## config.mk

```make
export PLATFORM = sky130hd
export DESIGN_NAME = fft_agu
export DESIGN_NICKNAME = d
export VERILOG_FILES = /design/src/rtl/fft_agu.sv
export SDC_FILE = /design/constraint.sdc
export NUM_CORES = 1
export LEC_CHECK = 0
export BUFFER_PORTS_ARGS = -buffer_cell sky130_fd_sc_hd__buf_2
export CORE_ASPECT_RATIO = 1.75
export CORE_MARGIN = 2
export CORE_UTILIZATION = 60
export CTS_BUF_LIST = sky130_fd_sc_hd__clkbuf_4
export DETAILED_ROUTE_END_ITERATION = 16
export PLACE_DENSITY = 0.84
export SYNTH_ARGS = -nofsm -noshare
export SYNTH_HDL_FRONTEND = slang
export SYNTH_SLANG_ARGS = --single-unit
```

## constraint.sdc

```tcl
create_clock -name clk -period 2.9 [get_ports clk]
set_input_delay 0.29 -clock clk [delete_from_list [all_inputs] [get_ports clk]]
set_output_delay 0.29 -clock clk [all_outputs]
set_load 0.02 [all_outputs]
```

## src/rtl/fft_agu.sv

```systemverilog
// rtl/fft_agu.sv - address-generation and control FSM for an in-place radix-2 DIT FFT
module fft_agu #(
  parameter int M    = 9,
  parameter int PIPE = 4
) (
  input  logic                 clk,
  input  logic                 reset,
  input  logic                 start,
  output logic [M-1:0]         radr,
  output logic                 rphase,
  output logic [M-2:0]         twiddle_adr,
  output logic                 we,
  output logic [M-1:0]         wadr,
  output logic                 wphase,
  output logic [$clog2(M)-1:0] stage,
  output logic                 busy,
  output logic                 done
);

  localparam int SW = $clog2(M);
  localparam int FW = $clog2(PIPE);

  typedef enum logic [1:0] {
    S_IDLE,
    S_RUN,
    S_FLUSH,
    S_DONE
  } state_t;

  state_t state;
  state_t state_nx;

  // cnt = 2*j + phase: butterfly index in the upper bits, A/B operand in bit 0
  logic [M-1:0]          cnt;
  logic [FW-1:0]         fcnt;
  logic                  last_read;
  logic                  flush_end;
  logic                  last_stage;
  logic [2*M-1:0]        rot;
  logic [M-2:0]          tw_mask;

  // Write-side delay line: valid, address and phase of every issued read
  logic [PIPE-1:0]         pv;
  logic [PIPE-1:0]         pp;
  logic [PIPE-1:0][M-1:0]  pa;

  assign last_read  = (cnt == {M{1'b1}});
  assign flush_end  = (fcnt == FW'(PIPE - 1));
  assign last_stage = (stage == SW'(M - 1));

  // State register
  always_ff @(posedge clk or posedge reset) begin
    if (reset) begin
      state <= S_IDLE;
    end else begin
      state <= state_nx;
    end
  end

  // Next-state logic: RUN issues N reads, FLUSH drains PIPE cycles, DONE pulses once
  always_comb begin
    state_nx = state;
    case (state)
      S_IDLE:  if (start) state_nx = S_RUN;
      S_RUN:   if (last_read) state_nx = S_FLUSH;
      S_FLUSH: if (flush_end) state_nx = last_stage ? S_DONE : S_RUN;
      S_DONE:  state_nx = S_IDLE;
      default: state_nx = S_IDLE;
    endcase
  end

  // Butterfly counter, flush counter and stage index
  always_ff @(posedge clk or posedge reset) begin
    if (reset) begin
      cnt   <= '0;
      fcnt  <= '0;
      stage <= '0;
    end else begin
      case (state)
        S_IDLE: begin
          if (start) begin
            cnt   <= '0;
            stage <= '0;
          end
        end
        S_RUN: begin
          fcnt <= '0;
          // cnt parks on the last address so radr holds through FLUSH/DONE
          if (!last_read) cnt <= cnt + M'(1);
        end
        S_FLUSH: begin
          if (flush_end) begin
            if (!last_stage) begin
              cnt   <= '0;
              stage <= stage + SW'(1);
            end
          end else begin
            fcnt <= fcnt + FW'(1);
          end
        end
        S_DONE: begin
          cnt   <= '0;
          stage <= '0;
        end
        default: ;
      endcase
    end
  end

  // Read address is the butterfly index rotated left by the stage number within M bits
  always_comb begin
    rot         = {cnt, cnt} << stage;
    radr        = rot[2*M-1:M];
    rphase      = cnt[0];
    tw_mask     = {(M-1){1'b1}} << (SW'(M - 1) - stage);
    twiddle_adr = cnt[M-1:1] & tw_mask;
  end

  // Delay every read by PIPE cycles to form the matching write-back
  always_ff @(posedge clk or posedge reset) begin
    if (reset) begin
      pv <= '0;
      pp <= '0;
      pa <= '0;
    end else begin
      pv <= {pv[PIPE-2:0], (state == S_RUN)};
      pp <= {pp[PIPE-2:0], rphase};
      pa <= {pa[PIPE-2:0], radr};
    end
  end

  assign we     = pv[PIPE-1];
  assign wphase = pp[PIPE-1];
  assign wadr   = pa[PIPE-1];
  assign busy   = (state == S_RUN) || (state == S_FLUSH);
  assign done   = (state == S_DONE);

endmodule
```

==> results.sh, run 1 <==
export IMPL_cts_sinks=61
export IMPL_period_minus_slack_ns=2.652
export IMPL_rows=33
export IMPL_final_nets=297
export IMPL_synth_edf_count=0
export IMPL_grt_pass1_vias=2055
export IMPL_setup_worst_path_end="radr[3]"
export IMPL_pre_cts_slack_ns=0.3991
export IMPL_r2r_cells=9
export IMPL_syn_inst=253
export IMPL_cp_data_required_time_ns=2.61
export IMPL_cp_arrival_ns=2.36
export IMPL_fillers=372
export IMPL_die_x_um=56.74
export IMPL_synthFlopType="dfrtp_1"
export IMPL_dpl_instance_area_mm2=0.003062
export IMPL_yosys_area_top_type="dfrtp_1"
export IMPL_die_height_um=96.29
export IMPL_drive_gt1_frac=0.2622
export IMPL_timing_rr_start="cnt[0]$_DFFE_PP0P_"
export IMPL_post_drt_wl_per_cell_um=16.90
export IMPL_initial_core_util=0.6259
export IMPL_clkLatencyLatePin_ns=0.41
export IMPL_final_common_cell="dfrtp_1"
export IMPL_grt_usage=0.2399
export IMPL_critPathMaxFanout=14
export IMPL_utilization=0.6798
export IMPL_die_area_mm2=0.005463
export IMPL_synth_top_cell_area_share=0.5227
export IMPL_finalHoldViolCount=0
export IMPL_gp_congestion=0.8629
export IMPL_r2r_setup_slack_ns=0.34
export IMPL_core_mm2=0.004666
export IMPL_max_cap_violations=0
export IMPL_critical_path_startpoint="stage[3]$_DFFE_PP0P_"
export IMPL_synth_cell_types=47
export IMPL_io_buffers=37
export IMPL_multiInputGateArea_mm2=0.001206
export IMPL_num_antenna_cells=0
export IMPL_skew_ns=0.01335
export IMPL_finalSetupViolCount=0
export IMPL_finalInstanceArea_mm2=0.003172
export IMPL_syn_avg_cell_area_um2=11.54
export IMPL_cts_clk_slew_worst_paths_ns=0.11
export IMPL_netlist_area_mm2=0.002920
export IMPL_worstSetupStartpointType="flop"
export IMPL_postCtsSetupBuffers=0
export IMPL_rsz0062_at_grt="no"
export IMPL_power_leakage_nw=1.593
export IMPL_async_flop_share=1.000
export IMPL_critPathKind="reg2out"
export IMPL_cts_tree="built"
export IMPL_io_pin_count=38
export IMPL_regArea_mm2=0.001526
export IMPL_r2r_end="cnt[4]$_DFFE_PP0P_"
export IMPL_ys_ff_latch=61
export IMPL_postRouteAntennaNets=0
export IMPL_cts_htree_levels=3
export IMPL_clock_path_buffers=2
export IMPL_synthTopCellsByArea="dfrtp_1 52%, mux2i_1 6.9%, ha_1 5.6%"
export IMPL_ir_drop_mv=0.6475
export IMPL_slew_headroom=0.5050
export IMPL_syn_to_final_growth_pct=8.612
export IMPL_cts_buffers=9
export IMPL_wl_um=5713
export IMPL_fmax_ghz=0.3771
export IMPL_viasPerCell=6.095
export IMPL_cts_resized=0
export IMPL_dp_hpwl_um=4094
export IMPL_via_count=2060
export IMPL_syn_nets=269
export IMPL_finalMaxSlewViolations=0
export IMPL_endpoint_kind="primary output"
export IMPL_grt_overflow=0
export IMPL_power_per_cell_area_mw_per_mm2=830.4
export IMPL_hold_slack_ns=0.07295
export IMPL_root_buffer="clkbuf_4"
export IMPL_tightest_slew_ns=0.7426
export IMPL_post_route_period_util=0.9145
export IMPL_ys_warn_count=0
export IMPL_drt_first_pass_iters=4
export IMPL_fin_setup_tns_ns=0
export IMPL_status="complete, no violations"
export IMPL_drcViolationCount=0
export IMPL_hp_class="in2async"
export IMPL_final_cell_mix="61 x dfrtp_1, 37 x buf_2, 20 x mux2i_1, 19 x nand2_1, 13 x ha_1"
export IMPL_grt_max_degree=62
export IMPL_worst_slack_ns=0.2481
export IMPL_grt_pass1_wl_um=9777
export IMPL_antenna_found_initial=0
export IMPL_ctsHoldBuffers=0
export IMPL_yosysSeqAreaShare=0.5227
export IMPL_drt_initial_drc_count=42
## layer usage
layer,GRT usage,vias up,part of all wire
met5,0,-,0
met2,0.4079,63,0.53
met1,0.2602,1032,0.38
met3,0.06586,22,0.042
met4,0.1570,0,0.048
li1,-,943,-
## cells by family (layout without fill, tap and decap cells)
logic type	count (synthesis)	count (layout)	synth area share
adder cells (fa/ha/maj)	13	13	0.05570
AND/OR/NAND/NOR	65	65	0.1200
XOR/XNOR	3	3	0.008999
flip-flops	61	61	0.5227
buffers and inverters	36	69	0.06427
AO/OA/AOI/OAI	43	43	0.09812
multiplexers	32	32	0.1303
## Yosys cell counts (2+ instances only)
library cell / n
dfrtp_1: 61
mux2i_1: 20
nand2_1: 19
ha_1: 13
nor2_1: 11
o21ai_0: 11
buf_4: 10
inv_1: 10
nand3_1: 9
mux2_2: 8
a21oi_1: 7
clkbuf_1: 7
buf_2: 6
a31oi_1: 5
and3_1: 5
a22o_1: 4
mux4_2: 4
nand2b_1: 3
nor2b_1: 3
nor3_1: 3
and2_1: 2
nor3b_1: 2
nor4_2: 2
nor4b_1: 2
o211ai_1: 2
o22ai_1: 2
xnor2_1: 2
## critical path, cell delays in order (launching register included)
cell	delay, ns
dfrtp_1	0.71
mux2_2	0.41
mux4_2	0.48
nor2_1	0.11
nor2_1	0.07
buf_2	0.17
## through the flow
stage / total power, mW / cells
finish: 2.634 / 338
detailed placement: 2.177 / 322
global route: 2.815 / 338
global placement: 2.130 / 322
floorplan: 1.941 / 253
CTS: 2.650 / 338
## where the power goes
| group | leakage [nW] | total [mW] | switching (mW) | internal [mW] |
|---|---|---|---|---|
| clock | 0.0575 | 0.474 | 0.306 | 0.169 |
| combinational | 0.707 | 0.998 | 0.634 | 0.364 |
| sequential | 0.829 | 1.16 | 0.119 | 1.04 |
| total | 1.59 | 2.63 | 1.06 | 1.58 |
## sequential cells by signal, indices dropped and copies added, names as in the netlist
name and count:
pv 4, pa 27, cnt 9, pp 4
wadr 9, state 2, fcnt 2, stage 4
## area by class of cell
| type | count | share of cell area |
|---|---|---|
| flip-flops and latches | 61 | 0.4813 |
| multi-input cells | 156 | 0.3803 |
| repair buffers | 42 | 0.07022 |
| clock buffers | 9 | 0.02130 |
| well taps | 52 | 0.02051 |
| clock inverters | 7 | 0.01341 |
| inverters | 11 | 0.01302 |
## worst min path at each step
| stage | startpoint | endpoint | slack [ns] | cells past startpoint |
|---|---|---|---|---|
| global route | reset | pv[2]$_DFF_PP0_ | 0.15 | 3 |
| floorplan | pa[1]$_DFF_PP0_ | pa[10]$_DFF_PP0_ | 0.33 | 0 |
| CTS | reset | fcnt[1]$_DFFE_PP0P_ | 0.09 | 3 |
| detailed placement | pp[2]$_DFF_PP0_ | pp[3]$_DFF_PP0_ | 0.34 | 0 |
| global placement | pv[1]$_DFF_PP0_ | pv[2]$_DFF_PP0_ | 0.33 | 0 |
| finish | reset | pv[3]$_DFF_PP0_ | 0.07 | 3 |
No activity file was read; power rests on OpenSTA's default activity.
==> run 2, diff against run 1 <==
--- a/config.mk
+++ b/config.mk
@@ -12,6 +12,7 @@
 export CTS_BUF_LIST = sky130_fd_sc_hd__clkbuf_4
 export DETAILED_ROUTE_END_ITERATION = 16
 export PLACE_DENSITY = 0.84
+export REMOVE_ABC_BUFFERS = 1
 export SYNTH_ARGS = -nofsm -noshare
 export SYNTH_HDL_FRONTEND = slang
 export SYNTH_SLANG_ARGS = --single-unit
==> run 2 against run 1 <==
Net effect: register-to-register slack hardly changed; cell count is 1.2% higher; critical path depth is the same; maximum frequency shrank 3.8%; first-iteration DRC count increased by 52%; count of clock-buffer cells in the layout up 2; sequential cell count unchanged; die area is the same; largest cell class unchanged; routed wire length fell by 0.19%.
==> results.sh, run 2 (synthesis gave the netlist of run 1 again) <==
export IMPL_post_route_period_util=0.9502
export IMPL_dp_hpwl_um=4146
export IMPL_grt_max_degree=26
export IMPL_cts_tree="built"
export IMPL_antenna_found_initial=0
export IMPL_status="complete, no violations"
export IMPL_cts_clk_slew_worst_paths_ns=0.10
export IMPL_hp_class="reg2reg"
export IMPL_finalHoldViolCount=0
export IMPL_r2r_cells=9
export IMPL_postCtsSetupBuffers=0
export IMPL_rows=33
export IMPL_via_count=2056
export IMPL_wl_um=5702
export IMPL_core_mm2=0.004666
export IMPL_cp_arrival_ns=2.47
export IMPL_io_buffers=37
export IMPL_grt_usage=0.2342
export IMPL_tightest_slew_ns=0.7008
export IMPL_post_drt_wl_per_cell_um=16.67
export IMPL_drt_initial_drc_count=64
export IMPL_die_x_um=56.74
export IMPL_io_pin_count=38
export IMPL_cts_htree_levels=3
export IMPL_p_int_mw=1.708
export IMPL_skew_ns=0.008384
export IMPL_power_frac_clock=0.204
export IMPL_finalMaxSlewViolations=0
export IMPL_largest_register="pa"
export IMPL_timing_hold_worst_path_depth=0
export IMPL_cp_data_required_time_ns=2.61
export IMPL_grt_pass1_vias=2137
export IMPL_fmax_ghz=0.3629
export IMPL_power_leakage_nw=1.627
export IMPL_final_common_cell="dfrtp_1"
export IMPL_die_height_um=96.29
export IMPL_cts_sinks=61
export IMPL_num_antenna_cells=0
export IMPL_r2r_end="cnt[4]$_DFFE_PP0P_"
export IMPL_power_per_cell_area_mw_per_mm2=850.7
export IMPL_r2r_setup_slack_ns=0.33
export IMPL_die_area_mm2=0.005463
export IMPL_gp_congestion=0.8462
export IMPL_max_cap_violations=0
export IMPL_root_buffer="clkbuf_4"
export IMPL_slew_headroom=0.5328
export IMPL_initial_core_util=0.6259
export IMPL_clkLatencyLatePin_ns=0.39
export IMPL_fin_setup_tns_ns=0
export IMPL_hold_end="pa[9]$_DFF_PP0_"
export IMPL_p_seq_frac=0.423
export IMPL_worstHoldStart="pa[0]$_DFF_PP0_"
export IMPL_p_switching_mw=1.039
export IMPL_multiInputGateArea_mm2=0.001206
export IMPL_viasPerCell=6.012
export IMPL_clock_path_buffers=2
export IMPL_critPathMaxFanout=16
export IMPL_drive_gt1_frac=0.2690
export IMPL_worstSetupStartpointType="flop"
export IMPL_critPathKind="reg2out"
export IMPL_cts_buffers=9
export IMPL_p_sw_frac=0.3783
export IMPL_ir_drop_mv=0.7748
export IMPL_finalSetupViolCount=0
export IMPL_drt_first_pass_iters=4
export IMPL_final_cell_mix="60 x dfrtp_1, 37 x buf_2, 20 x mux2i_1, 19 x nand2_1, 13 x ha_1"
export IMPL_grt_pass1_wl_um=9604
export IMPL_hold_slack_ns=0.3542
export IMPL_power_share_combinational=0.374
export IMPL_drcViolationCount=0
export IMPL_grt_overflow=0
export IMPL_final_nets=301
export IMPL_endpoint_kind="primary output"
export IMPL_period_minus_slack_ns=2.755
export IMPL_rsz0062_at_grt="no"
export IMPL_fillers=387
export IMPL_largest_reg_flops=27
export IMPL_timing_rr_start="cnt[0]$_DFFE_PP0P_"
export IMPL_regArea_mm2=0.001528
export IMPL_postRouteAntennaNets=0
export IMPL_syn_to_final_growth_pct=10.58
==> run 2: changes by cell type in the layout (fill, tap and decap cells not counted), moves of 2 or more <==
cell	change
buf_4	+3
clkinv_2	-2
clkinvlp_4	-2
clkbuf_4	+2
==> run 2: repair_timing <==
action,4_1_cts,5_1_grt
hold endpoints to repair,20,0
resized for setup,0,1
hold buffers,1,0
setup endpoints to repair,0,2
==> run 2: per-layer routing <==
metal / vias up / part of all wire / GRT usage
met5: - / 0 / 0
met4: 0 / 0.034 / 0.1434
met3: 16 / 0.058 / 0.06317
met2: 88 / 0.55 / 0.4147
met1: 997 / 0.36 / 0.2439
li1: 955 / - / -
==> run 2: final cells by class <==
cell class,count,share of cell area
Clock buffer,11,0.02557
Clock inverter,5,0.01589
Inverter,11,0.01279
Multi-Input combinational cell,156,0.3735
Sequential cell,61,0.4731
Tap cell,52,0.02015
Timing Repair Buffer,46,0.07904
==> run 2: through the flow <==
step	std cells	setup WS [ns]	util	total power [mW]	cell area (µm²)
floorplan	228	0.1558	-	1.883	2774
global placement	325	0.4814	0.6610	2.170	3084
detailed placement	325	0.3901	0.6610	2.208	3084
CTS	342	0.07300	0.6919	2.774	3228
global route	342	0.01732	0.6921	2.930	3229
finish	342	0.1446	0.6921	2.747	3229
==> run 2: power groups by stage <==
stage | Sequential, mW | Combinational, mW | Clock [mW]
floorplan | 1.24 | 0.647 | 0
finish | 1.16 | 1.03 | 0.560
global placement | 1.17 | 1.00 | 0
detailed placement | 1.18 | 1.03 | 0
global route | 1.18 | 1.13 | 0.617
CTS | 1.16 | 1.03 | 0.581
==> run 2: how the worst max path moves through the flow <==
stage / start / to / slack (ns) / depth (start not counted)
after floorplan: stage[0]$_DFFE_PP0P_ / twiddle_adr[2] / 0.16 / 4
after CTS: stage[0]$_DFFE_PP0P_ / twiddle_adr[2] / 0.07 / 5
final: stage[3]$_DFFE_PP0P_ / radr[3] / 0.14 / 5
after global routing: stage[3]$_DFFE_PP0P_ / radr[3] / 0.02 / 5
after detailed placement: cnt[0]$_DFFE_PP0P_ / cnt[4]$_DFFE_PP0P_ / 0.39 / 9
after global placement: cnt[0]$_DFFE_PP0P_ / cnt[4]$_DFFE_PP0P_ / 0.48 / 9
==> run 2: critical path, cell delays in order, from the launching register on <==
cell and delay [ns]:
dfrtp_1 0.78, mux2_2 0.44, mux4_2 0.49, nor2_1 0.11
nor2_1 0.08, buf_2 0.17
